## config.mk

```make
export PLATFORM = sky130hd
export DESIGN_NAME = mod_counter_flat
export DESIGN_NICKNAME = d
export VERILOG_FILES = /design/src/rtl/mod_counter_if.sv /design/src/rtl/mod_counter.sv /design/src/flat_wrapper.sv
export SDC_FILE = /design/constraint.sdc
export NUM_CORES = 1
export LEC_CHECK = 0
export ABC_AREA = 0
export CORE_UTILIZATION = 52
export CTS_CLUSTER_SIZE = 25
export DETAILED_ROUTE_END_ITERATION = 8
export PLACE_DENSITY = 0.81
export SETUP_SLACK_MARGIN = 0.4
export SYNTH_ARGS = -nofsm -noshare
export SYNTH_HDL_FRONTEND = slang
export SYNTH_SLANG_ARGS = --single-unit
```

## constraint.sdc

```tcl
create_clock -name i_clk -period 4.05 [get_ports i_clk]
set_input_delay 0.6075 -clock i_clk [delete_from_list [all_inputs] [get_ports i_clk]]
set_output_delay 0.6075 -clock i_clk [all_outputs]
set_load 0.02 [all_outputs]
```

## src/rtl/mod_counter_if.sv

```systemverilog
// Control/status bundle for mod_counter: the driver holds the master side, the counter the slave side.
interface mod_counter_if #(
  parameter int unsigned WIDTH = 8
);
  logic             i_clear;
  logic             i_load;
  logic [WIDTH-1:0] i_load_val;
  logic             i_enable;
  logic             i_up;
  logic [WIDTH-1:0] o_count;
  logic             o_tc;
  logic             o_overflow;

  modport master (
    output i_clear, i_load, i_load_val, i_enable, i_up,
    input  o_count, o_tc, o_overflow
  );

  modport slave (
    input  i_clear, i_load, i_load_val, i_enable, i_up,
    output o_count, o_tc, o_overflow
  );
endinterface

```

## src/rtl/mod_counter.sv

```systemverilog
// Modulo up/down counter with prescaler, wrap/saturate limit handling,
// registered terminal-count pulse and sticky overflow flag.
module mod_counter #(
  parameter int unsigned WIDTH    = 8,
  parameter int unsigned MODULUS  = 256,
  parameter int unsigned PRESCALE = 1,
  parameter int unsigned SATURATE = 0
) (
  input  logic         i_clk,
  input  logic         i_reset_n,
  mod_counter_if.slave bus
);

  localparam int unsigned    PW       = (PRESCALE > 1) ? $clog2(PRESCALE) : 1;
  localparam logic [WIDTH:0] MAX_C    = (WIDTH + 1)'(MODULUS - 1);
  localparam logic [PW-1:0]  PRE_LAST = PW'(PRESCALE - 1);

  logic [WIDTH-1:0] count_q, count_d;
  logic [PW-1:0]    pre_q, pre_d;
  logic             tc_q, tc_d;
  logic             ovf_q, ovf_d;
  logic             step;
  logic [WIDTH:0]   cnt_ext;
  logic [WIDTH:0]   ld_ext;

  always_comb begin
    count_d = count_q;
    pre_d   = pre_q;
    tc_d    = 1'b0;
    ovf_d   = ovf_q;
    step    = 1'b0;
    cnt_ext = {1'b0, count_q};
    ld_ext  = {1'b0, bus.i_load_val};

    if (bus.i_clear) begin
      count_d = '0;
      pre_d   = '0;
      ovf_d   = 1'b0;
    end else if (bus.i_load) begin
      pre_d = '0;
      if (ld_ext > MAX_C) begin
        count_d = MAX_C[WIDTH-1:0];
      end else begin
        count_d = bus.i_load_val;
      end
    end else if (bus.i_enable) begin
      if (pre_q == PRE_LAST) begin
        pre_d = '0;
        step  = 1'b1;
      end else begin
        pre_d = pre_q + 1'b1;
      end
    end

    // Limit handling shared by both directions: flag, then wrap or hold.
    if (step) begin
      if (bus.i_up) begin
        if (cnt_ext == MAX_C) begin
          tc_d  = 1'b1;
          ovf_d = 1'b1;
          if (SATURATE == 0) count_d = '0;
        end else begin
          count_d = WIDTH'(cnt_ext + 1'b1);
        end
      end else begin
        if (cnt_ext == '0) begin
          tc_d  = 1'b1;
          ovf_d = 1'b1;
          if (SATURATE == 0) count_d = MAX_C[WIDTH-1:0];
        end else begin
          count_d = WIDTH'(cnt_ext - 1'b1);
        end
      end
    end
  end

  always_ff @(posedge i_clk or negedge i_reset_n) begin
    if (!i_reset_n) begin
      count_q <= '0;
      pre_q   <= '0;
      tc_q    <= 1'b0;
      ovf_q   <= 1'b0;
    end else begin
      count_q <= count_d;
      pre_q   <= pre_d;
      tc_q    <= tc_d;
      ovf_q   <= ovf_d;
    end
  end

  assign bus.o_count    = count_q;
  assign bus.o_tc       = tc_q;
  assign bus.o_overflow = ovf_q;

endmodule

```

## src/flat_wrapper.sv

```systemverilog
// flat-port wrapper written by rule: the top's interface ports become plain ports
module mod_counter_flat 
#(
  parameter int unsigned WIDTH    = 8,
  parameter int unsigned MODULUS  = 256,
  parameter int unsigned PRESCALE = 1,
  parameter int unsigned SATURATE = 0
)
  (i_clk, i_reset_n, bus_i_clear, bus_i_load, bus_i_load_val, bus_i_enable, bus_i_up, bus_o_count, bus_o_tc, bus_o_overflow);
  mod_counter_if #(.WIDTH(WIDTH)) bus_i ();
  input  logic i_clk;
  input  logic i_reset_n;
  input wire logic [$bits(bus_i.i_clear)-1:0] bus_i_clear;
  input wire logic [$bits(bus_i.i_load)-1:0] bus_i_load;
  input wire logic [$bits(bus_i.i_load_val)-1:0] bus_i_load_val;
  input wire logic [$bits(bus_i.i_enable)-1:0] bus_i_enable;
  input wire logic [$bits(bus_i.i_up)-1:0] bus_i_up;
  output wire logic [$bits(bus_i.o_count)-1:0] bus_o_count;
  output wire logic [$bits(bus_i.o_tc)-1:0] bus_o_tc;
  output wire logic [$bits(bus_i.o_overflow)-1:0] bus_o_overflow;
  assign bus_i.i_clear = bus_i_clear;
  assign bus_i.i_load = bus_i_load;
  assign bus_i.i_load_val = bus_i_load_val;
  assign bus_i.i_enable = bus_i_enable;
  assign bus_i.i_up = bus_i_up;
  assign bus_o_count = bus_i.o_count;
  assign bus_o_tc = bus_i.o_tc;
  assign bus_o_overflow = bus_i.o_overflow;
  mod_counter #(.WIDTH(WIDTH), .MODULUS(MODULUS), .PRESCALE(PRESCALE), .SATURATE(SATURATE)) u_core (.i_clk(i_clk), .i_reset_n(i_reset_n), .bus(bus_i));
endmodule
```

==> impl_metrics.json <==
{
  "status": "completed",
  "hold_violations": 0,
  "htree_levels": 1,
  "rsz0062_at_grt": "false",
  "cts_buffers": 3,
  "numClockSinks": 10,
  "synthAdderAreaFrac_pct": 3.93,
  "grtUsageMet3_pct": 7.60,
  "fin_crit_sh_pct": 54.1,
  "hold_end": "u_core.bus.o_overflow",
  "syn_area_per_cell_um2": 8.24,
  "via_count": 923,
  "ys_warn_count": 0,
  "hold_ws_ns": 0.555,
  "clk_pin_slew_ns": 0.07,
  "drive_above_1_share_pct": 9.09,
  "path_buf_inv": 1,
  "ys_ff_latch": 10,
  "die_area_um2": 2010,
  "synth.top_cells.by_area": "dfrtp_1 (26%), ha_1 (3.9%), a21oi_1 (3.7%)",
  "grt_first_pass_wirelength_um": 3820,
  "cp_top_family": "buffers and inverters",
  "start_util_pct": 55.4,
  "cp.depth": 1,
  "cts-hold-fix-buffers": 0,
  "hpwl_um": 1660,
  "gr-max-usage-layer": "met2",
  "diodes": 0,
  "cts_root_buf": "clkbuf_4",
  "ios": 24,
  "worstMarginPinSlew_ns": 0.795,
  "fin_skew_ns": 0.00691,
  "yosysSeqAreaShare_pct": 26.2,
  "syn_to_final_growth_pct": 24.9,
  "intPower_uw": 218,
  "synthSimpleGateAreaFrac_pct": 26.7,
  "ys_async_sr_fraction_pct": 100,
  "grt_pass1_vias": 830,
  "power_frac_seq_pct": 37.9,
  "tns_ns": 0,
  "synthFlopType": "dfrtp_1",
  "slew_headroom_pct": 46.5,
  "antenna_found_initial": 0,
  "first_iter_violations": 20,
  "p_per_area_nw_per_um2": 278,
  "hold_path_class": "reg2reg",
  "nets": 150,
  "drc_errors": 0,
  "dpl.cell_count": 153,
  "reg2reg_setup_slack_ns": 1.90,
  "rr_worst_depth": 5,
  "fp.dieH_um": 44.9,
  "met1_usage_pct": 36.8,
  "wl_um": 2310,
  "wire_per_inst_um": 14.7,
  "p_leak_nw": 0.451,
  "grt_max_degree": 18,
  "postCtsSetupBuffers": 0,
  "synth_compound_area_share_pct": 25.3,
  "yosysTopAreaCell": "dfrtp_1",
  "grtUsageMet2_pct": 40.3,
  "syn_nets": 133,
  "clkPwrFrac_pct": 28.0,
  "cap_viol_max_count": 0,
  "p_switching_uw": 114,
  "synth.distinct_cells": 43,
  "grt_usage_pct": 26.6,
  "setup_ws_ns": 1.86,
  "reg2reg_to": "u_core.bus.o_overflow",
  "post-synth-top-count-cell": "dfrtp_1",
  "critical-path-max-stage-delay_ns": 0.69,
  "fin_util_pct": 69.1,
  "synth-xor-area-share_pct": 6.41,
  "portBuffers": 23,
  "max_freq_mhz": 457,
  "critPathMaxFanout": 10,
  "clockBufferDepth": 2,
  "p_comb_share_pct": 34.1,
  "swShare_pct": 34.4,
  "critPathSlowestCell": "clkdlybuf4s50_1",
  "startpoint_type": "flop",
  "cts_resized": 0,
  "syn_area_um2": 956,
  "fin_cells": 157,
  "muxShareOfSynthArea_pct": 2.09,
  "drtAntennaViolNets": 0,
  "vias_per_cell": 5.88,
  "overflow": 0,
  "required_ns": 3.44,
  "critPathArrivalTime_ns": 1.58,
  "dp_slack_ns": 1.68,
  "die_w_um": 44.9,
  "period_minus_slack_ns": 2.19,
  "synth_top_area_share_pct": 26.2,
  "drtPass1Iterations": 4,
  "max-vdd-ir-drop_v": 0.000211,
  "syn_inst": 116,
  "worstHoldStart": "u_core.bus.o_overflow",
  "gp_congestion": 0.875,
  "reg2reg_from": "u_core.bus.o_count[0]",
  "synth_top_family_by_area": "simple AND/OR/NAND/NOR gates",
  "synth_edf_count": 0,
  "path_cells": "clkdlybuf4s50_1",
  "row_count": 15,
  "coreArea_um2": 1730,
  "clk_latency_ns": 0.28,
  "min_path_cells": 2,
  "cts_tree": "yes",
  "cp-end-kind": "primary output",
  "setup_viol": 0,
  "critPathKind": "reg2out",
  "slew_violations": 0,
  "synth_commonest_cells": "dfrtp_1 (10), nor2_1 (8), a21oi_1 (7), inv_1 (7)"
}
-- metal layers --
| metal | vias up | share of wire (%) |
|---|---|---|
| li1 | 457 | - |
| met1 | 426 | 47 |
| met2 | 36 | 47 |
| met3 | 4 | 5.1 |
| met4 | 0 | 0.61 |
| met5 | - | 0 |
-- layout make-up --
type / instances / area (um2)
multi-input combinational: 87 / 616
fill: 148 / 533
clock buffer: 4 / 36.3
timing repair buffer: 23 / 230
sequential: 10 / 250
inverter: 8 / 30.0
tap: 25 / 31.3
-- cells in the final DEF (no fill, tap or decap), types with 2 or more instances in the layout --
| cell | count |
|---|---|
| or3_1 | 3 |
| nor3_1 | 6 |
| nand3_1 | 5 |
| a221o_1 | 2 |
| nor2b_1 | 2 |
| nand2b_1 | 3 |
| ha_1 | 3 |
| nor2_1 | 8 |
| xnor2_1 | 4 |
| clkbuf_4 | 3 |
| a21oi_1 | 7 |
| o211ai_1 | 3 |
| o21ai_0 | 4 |
| o21a_1 | 3 |
| mux2i_1 | 2 |
| nand2_1 | 4 |
| dfrtp_1 | 10 |
| inv_1 | 7 |
| o22ai_1 | 3 |
| nor3b_1 | 2 |
| a22oi_1 | 2 |
| clkdlybuf4s50_1 | 23 |
| xor2_1 | 3 |
-- state kept, by name, indices dropped and copies added, names as in the netlist --
signal                 flops
u_core.bus.o_count         8
u_core.bus.o_overflow      1
u_core.bus.o_tc            1
-- metrics by stage --
step                      cell area (um2)  total power, mW
after floorplan                       956            0.202
after global placement               1160            0.238
after detailed placement             1160            0.240
after CTS                            1190            0.334
after global routing                 1190            0.351
final                                1190            0.332
-- kinds of logic after synthesis --
logic type | after synthesis
adder cells (fa/ha/maj) | 3
AND/OR/NAND/NOR | 42
multiplexers | 2
buffers and inverters | 19
AO/OA/AOI/OAI | 33
flip-flops | 10
XOR/XNOR | 7
-- power groups by stage --
stage	registers (mW)	logic [mW]	clock network (mW)
2_1_floorplan	0.126	0.0760	0
3_3_place_gp	0.127	0.111	0
3_5_place_dp	0.128	0.112	0
4_1_cts	0.126	0.113	0.0952
5_1_grt	0.128	0.123	0.101
6_report	0.126	0.113	0.0931
-- how the worst max path moves through the flow --
stage | startpoint | endpoint | slack (ns)
3_3_place_gp | bus_i_up | u_core.bus.o_count[7] | 1.70
6_report | u_core.bus.o_count[3] | bus_o_count[3] | 1.86
2_1_floorplan | u_core.bus.o_count[0] | u_core.bus.o_count[4] | 2.10
4_1_cts | u_core.bus.o_count[3] | bus_o_count[3] | 1.85
3_5_place_dp | bus_i_load | u_core.bus.o_count[3] | 1.68
5_1_grt | u_core.bus.o_count[2] | bus_o_count[2] | 1.79
(Power assumes the default switching activity.)
